--- src/rtl/unidade_controle_if.sv ---
// Bundles the control-unit handshake with the instruction source and the
// control lines it drives into the shared-bus datapath.
interface unidade_controle_if #(
    parameter int CNT_W = 8
);
    logic             run;
    logic [8:0]       ir;
    logic             ir_in;
    logic [7:0]       r_in;
    logic [7:0]       r_out;
    logic             g_out;
    logic             din_out;
    logic             a_in;
    logic             g_in;
    logic             add_sub;
    logic             done;
    logic             illegal;
    logic             busy;
    logic [1:0]       step;
    logic [CNT_W-1:0] instr_count;

    // Control unit side: takes the instruction, drives every control line.
    modport master (
        input  run, ir,
        output ir_in, r_in, r_out, g_out, din_out, a_in, g_in, add_sub,
               done, illegal, busy, step, instr_count
    );

    // Datapath / instruction source side.
    modport slave (
        output run, ir,
        input  ir_in, r_in, r_out, g_out, din_out, a_in, g_in, add_sub,
               done, illegal, busy, step, instr_count
    );
endinterface

--- src/rtl/unidade_controle.sv ---
// Multi-cycle control unit for the 16-bit register-file processor.
// Handshake: an instruction on ir is accepted on the rising edge where the
// unit is in T0 and run=1 (ir_in marks that cycle); run and ir are ignored
// in every other step. done marks the last step of each instruction.
// step/busy expose the FSM state directly.
module unidade_controle #(
    parameter int CNT_W = 8
) (
    input  logic              clock,
    input  logic              resetn,
    unidade_controle_if.master bus
);
    typedef enum logic [1:0] {
        T0 = 2'd0,
        T1 = 2'd1,
        T2 = 2'd2,
        T3 = 2'd3
    } state_t;

    state_t           state;
    logic [8:0]       ir_q;
    logic [CNT_W-1:0] count_q;

    logic [2:0] opcode;
    logic [2:0] x;
    logic [2:0] y;
    logic       is_arith;

    assign opcode   = ir_q[8:6];
    assign x        = ir_q[5:3];
    assign y        = ir_q[2:0];
    assign is_arith = (opcode[2:1] == 2'b01);

    // Step sequencing, instruction latch and retired-instruction counter.
    always_ff @(posedge clock or negedge resetn) begin
        if (!resetn) begin
            state   <= T0;
            ir_q    <= 9'd0;
            count_q <= '0;
        end else begin
            if (bus.done) begin
                count_q <= count_q + 1'b1;
            end
            case (state)
                T0: begin
                    if (bus.run) begin
                        ir_q  <= bus.ir;
                        state <= T1;
                    end
                end
                T1:      state <= is_arith ? T2 : T0;
                T2:      state <= T3;
                default: state <= T0;
            endcase
        end
    end

    // Control lines decoded from the current step and latched instruction;
    // reset forces T0, so everything except the run echo is already zero.
    always_comb begin
        bus.ir_in   = 1'b0;
        bus.r_in    = 8'h00;
        bus.r_out   = 8'h00;
        bus.g_out   = 1'b0;
        bus.din_out = 1'b0;
        bus.a_in    = 1'b0;
        bus.g_in    = 1'b0;
        bus.add_sub = 1'b0;
        bus.done    = 1'b0;
        bus.illegal = 1'b0;
        case (state)
            T0: begin
                bus.ir_in = bus.run & resetn;
            end
            T1: begin
                case (opcode)
                    3'b000: begin
                        bus.r_out = 8'h01 << y;
                        bus.r_in  = 8'h01 << x;
                        bus.done  = 1'b1;
                    end
                    3'b001: begin
                        bus.din_out = 1'b1;
                        bus.r_in    = 8'h01 << x;
                        bus.done    = 1'b1;
                    end
                    3'b010, 3'b011: begin
                        bus.r_out = 8'h01 << x;
                        bus.a_in  = 1'b1;
                    end
                    default: begin
                        bus.done    = 1'b1;
                        bus.illegal = 1'b1;
                    end
                endcase
            end
            T2: begin
                if (is_arith) begin
                    bus.r_out   = 8'h01 << y;
                    bus.g_in    = 1'b1;
                    bus.add_sub = ir_q[6];
                end
            end
            default: begin
                if (is_arith) begin
                    bus.g_out = 1'b1;
                    bus.r_in  = 8'h01 << x;
                    bus.done  = 1'b1;
                end
            end
        endcase
    end

    assign bus.busy        = (state != T0);
    assign bus.step        = state;
    assign bus.instr_count = count_q;
endmodule

--- src/flat_wrapper.sv ---
// flat-port wrapper written by rule: the top's interface ports become plain ports
module unidade_controle_flat 
#(
    parameter int CNT_W = 8
)
  (clock, resetn, bus_run, bus_ir, bus_ir_in, bus_r_in, bus_r_out, bus_g_out, bus_din_out, bus_a_in, bus_g_in, bus_add_sub, bus_done, bus_illegal, bus_busy, bus_step, bus_instr_count);
  unidade_controle_if #(.CNT_W(CNT_W)) bus_i ();
  input  logic clock;
  input  logic resetn;
  input wire logic [$bits(bus_i.run)-1:0] bus_run;
  input wire logic [$bits(bus_i.ir)-1:0] bus_ir;
  output wire logic [$bits(bus_i.ir_in)-1:0] bus_ir_in;
  output wire logic [$bits(bus_i.r_in)-1:0] bus_r_in;
  output wire logic [$bits(bus_i.r_out)-1:0] bus_r_out;
  output wire logic [$bits(bus_i.g_out)-1:0] bus_g_out;
  output wire logic [$bits(bus_i.din_out)-1:0] bus_din_out;
  output wire logic [$bits(bus_i.a_in)-1:0] bus_a_in;
  output wire logic [$bits(bus_i.g_in)-1:0] bus_g_in;
  output wire logic [$bits(bus_i.add_sub)-1:0] bus_add_sub;
  output wire logic [$bits(bus_i.done)-1:0] bus_done;
  output wire logic [$bits(bus_i.illegal)-1:0] bus_illegal;
  output wire logic [$bits(bus_i.busy)-1:0] bus_busy;
  output wire logic [$bits(bus_i.step)-1:0] bus_step;
  output wire logic [$bits(bus_i.instr_count)-1:0] bus_instr_count;
  assign bus_i.run = bus_run;
  assign bus_i.ir = bus_ir;
  assign bus_ir_in = bus_i.ir_in;
  assign bus_r_in = bus_i.r_in;
  assign bus_r_out = bus_i.r_out;
  assign bus_g_out = bus_i.g_out;
  assign bus_din_out = bus_i.din_out;
  assign bus_a_in = bus_i.a_in;
  assign bus_g_in = bus_i.g_in;
  assign bus_add_sub = bus_i.add_sub;
  assign bus_done = bus_i.done;
  assign bus_illegal = bus_i.illegal;
  assign bus_busy = bus_i.busy;
  assign bus_step = bus_i.step;
  assign bus_instr_count = bus_i.instr_count;
  unidade_controle #(.CNT_W(CNT_W)) u_core (.clock(clock), .resetn(resetn), .bus(bus_i));
endmodule
--- config.mk ---
export PLATFORM = sky130hd
export DESIGN_NAME = unidade_controle_flat
export DESIGN_NICKNAME = d
export VERILOG_FILES = /design/src/rtl/unidade_controle_if.sv /design/src/rtl/unidade_controle.sv /design/src/flat_wrapper.sv
export SDC_FILE = /design/constraint.sdc
export NUM_CORES = 1
export LEC_CHECK = 0
export CORE_MARGIN = 2
export CORE_UTILIZATION = 47
export CTS_BUF_LIST = sky130_fd_sc_hd__clkbuf_2 sky130_fd_sc_hd__clkbuf_4 sky130_fd_sc_hd__clkbuf_8
export CTS_CLUSTER_SIZE = 16
export DETAILED_ROUTE_END_ITERATION = 10
export PLACE_DENSITY = 0.86
export SLEW_MARGIN = 20
export SYNTH_ARGS = -nofsm -noshare
export SYNTH_HDL_FRONTEND = slang
export SYNTH_SLANG_ARGS = --single-unit
--- constraint.sdc ---
create_clock -name clock -period 5.7 [get_ports clock]
set_clock_uncertainty 0.1 [all_clocks]
set_input_delay 0.855 -clock clock [delete_from_list [all_inputs] [get_ports clock]]
set_output_delay 0.855 -clock clock [all_outputs]
set_load 0.005 [all_outputs]
Word level (Yosys, flattened, before mapping):

Index checks and enable logic that the tools add are counted.

* input bits: 12
* output and inout port bits: 35
* register bits after elaboration: 19
* word-level logic and storage cells: 46

* eq/ne operators: 7
* reductions and logical operators: 9
* bitwise operators: 1
* shifts and indexed selects: 2
* add/subtract/negate cells: 1
* muxes and demuxes: 23

Operators with widths (number)
* $pmux W8 S2: 3
* $mux W8: 3
* $shl A1 B3 Y8 const A: 2
* $mux W1: 13
* $add A8 B1 Y8 const B: 1
* $eq A3 B2 Y1 const B: 2
* $pmux W2 S3: 1
* $reduce_or A2 Y1: 3
* $eq A2 B1 Y1 const B: 2
* $mux W2: 2
* $reduce_or A4 Y1: 1
* $eq A3 B1 Y1 const B: 1
* $logic_not A3 Y1: 1
* $reduce_or A3 Y1: 1
* $eq A2 B2 Y1 const B: 1
* $logic_not A2 Y1: 1
* $ne A2 B2 Y1 const B: 1
* $pmux W1 S2: 1
* $reduce_and A2 Y1: 1
* $reduce_bool A2 Y1: 1
* $and A1 B1 Y1: 1

Longest topological paths before layout:

Gate-level depths: netlist of the first run.

* depth after elaboration: 4
* gate-level depth with buffers: 7
* depth with buffers taken out: 7

Worst setup path after synthesis of the first run:

OpenSTA, ideal clock, no wires.

* path kind: reg-to-output
* start point: register u_core.state[0], in the netlist u_core.bus.step[0]
* end point: output bus_r_out[2]
* required time: 4.745 ns
* slack: 3.175 ns
* path buffers: 0
* stages on the path, launching flop included: 6
* arrival: 1.570 ns
* cell sequence: dfrtp_1 > inv_1 > ha_1 > or3b_1 > or2_0 > o22ai_1

* longest elaborated chain between the ends: 2
* elaborated cells between the ends (all ways): 3
* those cells by class: 2 x eq/ne; 1 x mux

RTL lines
* from (decl): RTL line unidade_controle.sv:20 `state_t state;`
* from (signal assigned): RTL line unidade_controle.sv:51 `T1: state <= is_arith ? T2 : T0;`
* $eq A2 B2 Y1 / $eq A2 B1 Y1 (equally long branches): RTL line unidade_controle.sv:71 `case (state)`
* $pmux W8 S2 (*): RTL line unidade_controle.sv:71
* to (decl): RTL line flat_wrapper.sv:14 `output wire logic [$bits(bus_i.r_out)-1:0] bus_r_out;`

Every way passes the cells marked *; elsewhere a longest branch is shown, timed or not.

Final worst setup path of the first run:

* start point: input resetn
* end point: output bus_ir_in

* longest elaborated chain between the ends: 2

RTL lines
* from (decl): RTL line flat_wrapper.sv:9 `input logic resetn;`
* $and A1 B1 Y1: RTL line unidade_controle.sv:73 `bus.ir_in = bus.run & resetn;`
* $mux W1: RTL line unidade_controle.sv:71
* to (decl): RTL line flat_wrapper.sv:12 `output wire logic [$bits(bus_i.ir_in)-1:0] bus_ir_in;`

Every way passes these cells.

==> results by group, run 1 <==
Power and ir drop
  • PD cells: between 400 and 500 nW/um^2
  • Max VDD drop: 0.0003539 V
  • LEAKAGE: between 0.6 and 0.7 nW

STA
  • RSZ-0062 raised after global routing: false
  • Final Hold Fails: 0
  • Setup TNS: 0 ps
  • Final period utilization: 0.6232
  • Final setup viols: 0
  • Relative slew slack: 0.4581
  • Final Critical Period: 3553 ps
  • Worst Tran Pin Value: 810.3 ps
  • Max-slew violation count: 0
  • Fmax: 281.5 MHz
  • Final worst slack: between 2000 and 2500 ps

Drt
  • Post-route DRC: 0
  • DR WL met2: about 1.4 mm
  • Routed Antenna Nets: 0
  • Uppermost routed layer: met4
  • Detailed Route WL: roughly 2.7 mm
  • Drt first pass iters: 4
  • DR WL met3: between 150 and 200 um
  • Detailed-route via count: approximately 1100
  • M1 wire length: around 1.1 mm
  • Iteration-0 DRC Markers: 14
  • Via density: between 5 and 6
  • Routed len/inst: between 10 and 15 um

Critical path
  • CP max FO: 20
  • Nature of the critical path startpoint: input pin
  • CP endpoint kind: primary output
  • Critical path type: input pin to primary output
  • CP Data Required Time: 4740 ps
  • WP data arrival: between 2000 and 3000 ps

Yosys
  • Asr flop ratio synth: 1.000
  • Mapped Cells: 116
  • Most common cell in the netlist: dfrtp_1
  • Synth top area share: 0.4180
  • Top cells by area, synth: dfrtp_1 42%, mux2_2 8.9%, ha_1 5.5%
  • Yosys top cell by area: dfrtp_1
  • Post-synth cell types: 30
  • Number of synthesized flops with an enable pin: 0
  • Syn avg cell area: just under 10 um^2
  • Yosys Warn Count: 0
  • Mapped Area: roughly 1100 um^2
  • Syn nets: ~130
  • Synth Register Bits: 19
  • Top FF cell, synth: dfrtp_1
  • Most frequent cells after synthesis: 19 x dfrtp_1, 13 x nand2_1, 13 x nor2_1, 9 x mux2_2, 7 x nand4_1
  • Share of synthesized area occupied by flip-flops and latches: 0.4180

Placed design
  • DP HPWL: between 2 and 2.5 mm
  • Pre-CTS setup slack: around 2100 ps
  • Number of port buffers: 46
  • Post-DP Area: approximately 1600 um^2
  • GPL Wtd Cong: approximately 0.82

Global routing
  • Vias in the first global route: just over 1000
  • GRT Residual Overflow: 0
  • First-pass GRT wire length: around 4.8 mm
  • Initial antenna violation count: 0
  • Pin count of the biggest net entering global routing: 21
  • Total track usage: 0.2274

Final layout
  • Diode count: 0
  • Synthesis-to-finish area growth: 46.20%
  • Layout cells sized above 1: 0.1084
  • Nets: 184
  • Post-route cell area: approximately 1700 um^2

Clocking
  • # Post-CTS Setup Buffers: 0
  • Clk slew on worst S/H paths: 90 ps
  • Post-CTS Resized: 0
  • Clock tree from TritonCTS: done
  • Worst-Skew Late Latency: between 200 and 300 ps
  • CTS Hold Bufs: 0
  • Root buffer cell: clkbuf_4
  • Htree depth: 1
  • Clock Path Buffers: 2
  • CTS sink cnt: 19
  • Clock buffer count from CTS: 3

Floorplan
  • Total Die Area: 2829 um^2
  • Width of the die: around 53 um
  • DIE HEIGHT: roughly 53 um
  • I/O pins: 47
  • Total core area: about 2300 um^2
  • # rows: 17
  • Starting Density: 0.5044

Run status
  • Status: completed

Worst hold path
  • Worst min path class: flop to flop

Flow run
  • # Max-Cap Violations: 0
## critical path, stage by stage
cell and delay (ps):
clkdlybuf4s50_1 1000, and3_1 250, clkdlybuf4s50_1 490
## kinds of logic (layout without fill, tap and decap cells)
kind of cell	count (synthesis)	count (layout)	share of synthesized area
fa+ha+maj	5	5	0.05501
buf+inv	5	55	0.01870
xor+xnor	7	7	0.05391
simple gates	56	56	0.2629
flops	19	19	0.4180
mux	10	10	0.1089
compound gates	14	14	0.08251
## registers in the layout, summed over array words and instances, names as in the netlist
register and flops:
u_core.ir_q 9, u_core.bus.instr_count 8, u_core.bus.step 2
## placed cells by master, fill, tap and decap left out, drive strengths merged, types with 2 or more instances in the layout
cell	n
nand2	13
nor2	13
clkbuf	4
inv	5
xnor2	5
ha	5
and2	5
o32ai	3
and3	2
mux2	9
nor3b	2
clkdlybuf4s50	46
nand4	7
dfrtp	19
or2	3
xor2	2
o21ai	3
o22ai	4
and2b	2
nand2b	5
## stage by stage
step	utilization	hold slack [ps]	total power [mW]	std cells
2_1_floorplan	-	368.5	0.4929	116
3_3_place_gp	0.7242	366.9	0.6460	190
3_5_place_dp	0.7242	367.7	0.6703	190
4_1_cts	0.7375	384.1	0.7402	194
5_1_grt	0.7375	415.5	0.8020	194
6_report	0.7375	381.8	0.7369	194
## power by group
part	internal, mW	switching [mW]	total [mW]
combinational	0.220	0.179	0.399
clock	0.0319	0.0360	0.0679
sequential	0.192	0.0776	0.270
## layer usage
layer / up-vias / global-route usage
met4: 0 / 0.06410
met2: 42 / 0.4083
met3: 4 / 0.02542
met5: - / 0
met1: 511 / 0.2865
li1: 511 / -
## final timing paths
check / from / to / slack (ps) / depth (start not counted)
max in group asynchronous: resetn / u_core.ir_q[3]$_DFFE_PN0P_ / 4070 / 1
worst max register to register: u_core.bus.step[1]$_DFFE_PN0P_ / u_core.bus.instr_count[3]$_DFFE_PN0P_ / 3820 / 7
min in group asynchronous: resetn / u_core.bus.step[0]$_DFFE_PN0P_ / 930 / 1
worst min-delay path: u_core.bus.instr_count[7]$_DFFE_PN0P_ / u_core.bus.instr_count[7]$_DFFE_PN0P_ / 380 / 1
worst max-delay path: resetn / bus_ir_in / 2150 / 3
worst min register to register: u_core.bus.instr_count[7]$_DFFE_PN0P_ / u_core.bus.instr_count[7]$_DFFE_PN0P_ / 380 / 1
## area by class of cell
class	count	area, um^2
Clock buffer	4	30.03
Fill cell	176	591.8
Inverter	5	21.27
Multi-Input combinational cell	92	640.6
Sequential cell	19	475.5
Tap cell	28	35.03
Timing Repair Buffer	46	460.4
Note: power is estimated with default switching activity, not from simulation.
==> inputs of run 2 (changes only) <==
--- a/config.mk
+++ b/config.mk
@@ -6,11 +6,11 @@
 export NUM_CORES = 1
 export LEC_CHECK = 0
 export CORE_MARGIN = 2
-export CORE_UTILIZATION = 47
+export CORE_UTILIZATION = 44
 export CTS_BUF_LIST = sky130_fd_sc_hd__clkbuf_2 sky130_fd_sc_hd__clkbuf_4 sky130_fd_sc_hd__clkbuf_8
 export CTS_CLUSTER_SIZE = 16
 export DETAILED_ROUTE_END_ITERATION = 10
-export PLACE_DENSITY = 0.86
+export PLACE_DENSITY = 0.81
 export SLEW_MARGIN = 20
 export SYNTH_ARGS = -nofsm -noshare
 export SYNTH_HDL_FRONTEND = slang
==> constraint.sdc (replaced) <==
create_clock -name clock -period 3.3 [get_ports clock]
set_clock_uncertainty 0.1 [all_clocks]
set_input_delay 0.495 -clock clock [delete_from_list [all_inputs] [get_ports clock]]
set_output_delay 0.495 -clock clock [all_outputs]
set_load 0.005 [all_outputs]
==> results by group, run 2 (synthesis gave the netlist of run 1 again) <==
Critical path
  • Slowest stage delay, CP: 520 ps (was 1000 ps)
  • Top delay family on crit path: simple AND/OR/NAND/NOR gates (was buffers and inverters)
  • CP max stage cell: clkdlybuf4s50_1 (unchanged)
  • Critical path type: flop to primary output (was input pin to primary output)
  • Nature of the critical path startpoint: flop (was input pin)
  • CP Data Required Time: 2700 ps (was 4740 ps)
  • Critical path buffer and inverter count: 2 (unchanged)
  • WP data arrival: 2520 ps (was 2600 ps)
  • CP endpoint kind: primary output (unchanged)
  • CP max FO: 6 (was 20)
  • Cell Chain, Critical Path: inv_1 > ha_1 > or3b_1 > or2_0 > o22ai_1 > clkdlybuf4s50_1 (was clkdlybuf4s50_1 > and3_1 > clkdlybuf4s50_1)

Power and ir drop
  • Pwr Total: 1.263 mW (was 0.7369 mW)
  • PD cells: 756.1 nW/um^2 (was 443.2 nW/um^2)
  • Max VDD drop: 0.0005363 V (was 0.0003539 V)
  • LEAKAGE: 0.6744 nW (was 0.6703 nW)

Placed design
  • Inst Count DP: 193 (was 190)
  • Pre-CTS setup slack: 530.6 ps (was 2092 ps)
  • Number of port buffers: 46 (unchanged)
  • GPL Wtd Cong: 0.7879 (was 0.8190)
  • DP HPWL: 2.367 mm (was 2.231 mm)

Run status
  • Status: completed (unchanged)

Floorplan
  • I/O pins: 47 (unchanged)
  • DIE HEIGHT: 54.84 um (was 53.19 um)
  • # rows: 18 (was 17)
  • Starting Density: 0.4633 (was 0.5044)
  • Total Die Area: 3007 um^2 (was 2829 um^2)
  • Total core area: 2455 um^2 (was 2255 um^2)
  • Width of the die: 54.84 um (was 53.19 um)

Clocking
  • Htree depth: 1 (unchanged)
  • Clock buffer count from CTS: 3 (unchanged)
  • Clock Path Buffers: 2 (unchanged)
  • CTS Hold Bufs: 0 (unchanged)
  • Root buffer cell: clkbuf_4 (unchanged)
  • Post-CTS Resized: 0 (unchanged)
  • Clk slew on worst S/H paths: 100 ps (was 90 ps)
  • Clock tree from TritonCTS: done (unchanged)
  • Worst-Skew Late Latency: 290 ps (was 280 ps)
  • # Post-CTS Setup Buffers: 0 (unchanged)
  • CTS sink cnt: 19 (unchanged)

Final layout
  • FILL cells: 202 (was 176)
  • Most frequent cells in the layout: 46 x clkdlybuf4s50_1, 19 x dfrtp_1, 13 x nor2_1, 13 x nand2_1, 9 x mux2_2 (unchanged)
  • Nets: 185 (was 184)
  • Commonest non-fill, non-tap cell in the layout: clkdlybuf4s50_1 (unchanged)
  • Layout cells sized above 1: 0.1138 (was 0.1084)
  • Diode count: 0 (unchanged)
  • Most flops, register: u_core.ir_q (unchanged)
  • Synthesis-to-finish area growth: 46.86% (was 46.20%)
  • Max reg flops: 9 (unchanged)
  • Layout Cells excl Fill: 197 (was 194)

STA
  • Final setup viols: 0 (unchanged)
  • Final period utilization: 0.9424
  • Max-slew violation count: 0 (unchanged)
  • Worst Tran Pin Value: 384.2 ps (was 810.3 ps)
  • Final Hold Fails: 0 (unchanged)
  • Setup TNS: 0 ps (unchanged)
  • Final Critical Period: 3110 ps
  • RSZ-0062 raised after global routing: false (unchanged)
  • Relative slew slack: 0.7433 (was 0.4581)
  • Final worst slack: 189.9 ps (was 2147 ps)
  • Fmax: 321.5 MHz

Global routing
  • First-pass GRT wire length: 4.471 mm (was 4.761 mm)
  • Initial antenna violation count: 0 (unchanged)
  • GRT Residual Overflow: 0 (unchanged)
  • Total track usage: 0.2114 (was 0.2274)
  • Pin count of the biggest net entering global routing: 20 (was 21)
  • Vias in the first global route: 967 (was 1030)

Drt
  • Drt first pass iters: 4 (unchanged)
  • Routed Antenna Nets: 0 (unchanged)
  • Iteration-0 DRC Markers: 18 (was 14)
  • Post-route DRC: 0 (unchanged)
  • Via density: 5.376 (was 5.505)
  • Detailed-route via count: 1059 (was 1068)
  • Detailed Route WL: 2.909 mm (was 2.739 mm)
  • Routed len/inst: 14.77 um (was 14.12 um)

Worst hold path
  • Worst min path class: flop to flop (unchanged)

Flow run
  • # Max-Cap Violations: 0 (unchanged)
[run 2: cell types whose count changed in the layout (fill, tap and decap cells not counted), sizes merged]
cell    delta
buf        +1
clkbuf     -1
clkinv     +1
[run 2: worst register-to-register path, cell delays in order (launching register included)]
cell and delay [ps]:
dfrtp_1 450, inv_1 100, ha_1 270, nor2b_1 250, mux2i_4 130, inv_4 110, nand4_1 140, xnor2_1 160
[run 2: per-layer routing]
metal,routed length (um),GRT usage
met1,1204,0.2653
met5,0,0
met2,1509,0.3631
met3,164,0.03005
met4,31,0.08333
[run 2: layout make-up]
type / count / area (um^2) / area share
Multi-Input combinational cell: 92 / 640.6 / 0.3835
Sequential cell: 19 / 475.5 / 0.2846
Timing Repair Buffer: 47 / 467.9 / 0.2802
Tap cell: 30 / 37.54 / 0.02247
Clock buffer: 3 / 22.52 / 0.01348
Inverter: 5 / 21.27 / 0.01273
Clock inverter: 1 / 5.005 / 0.002996
[run 2: through the flow]
step           utilization  hold WS, ps  instance area, um^2
4_1_cts             0.6804        389.3                 1670
6_report            0.6804        382.9                 1670
5_1_grt             0.6804        407.2                 1670
3_5_place_dp        0.6692        374.8                 1643
2_1_floorplan            -        99.41                 1137
3_3_place_gp        0.6692        366.0                 1643
[run 2: path summary, 6_finish.rpt]
path / start / endpoint / slack, ps / cells after the start
max in group asynchronous: resetn / u_core.ir_q[6]$_DFFE_PN0P_ / 2430 / 2
setup / recovery: u_core.bus.step[1]$_DFFE_PN0P_ / bus_r_out[3] / 190 / 6
hold reg to reg: u_core.bus.instr_count[7]$_DFFE_PN0P_ / u_core.bus.instr_count[7]$_DFFE_PN0P_ / 380 / 1
min in group asynchronous: resetn / u_core.ir_q[5]$_DFFE_PN0P_ / 480 / 2
setup reg to reg: u_core.bus.step[1]$_DFFE_PN0P_ / u_core.bus.instr_count[7]$_DFFE_PN0P_ / 1490 / 7
hold / removal: u_core.bus.instr_count[7]$_DFFE_PN0P_ / u_core.bus.instr_count[7]$_DFFE_PN0P_ / 380 / 1
[run 2: report_power, final]
part           switching (mW)  total (mW)  internal [mW]
combinational           0.307       0.686          0.380
clock                  0.0685       0.114         0.0451
sequential              0.131       0.463          0.332
total                   0.506        1.26          0.757
==> inputs of run 3 (changes only) <==
--- a/config.mk
+++ b/config.mk
@@ -11,7 +11,6 @@
 export CTS_CLUSTER_SIZE = 16
 export DETAILED_ROUTE_END_ITERATION = 10
 export PLACE_DENSITY = 0.81
-export SLEW_MARGIN = 20
 export SYNTH_ARGS = -nofsm -noshare
 export SYNTH_HDL_FRONTEND = slang
 export SYNTH_SLANG_ARGS = --single-unit
==> results of run 3 <==
Same layout as run 2: the final DEF is identical, and so are final timing and power.
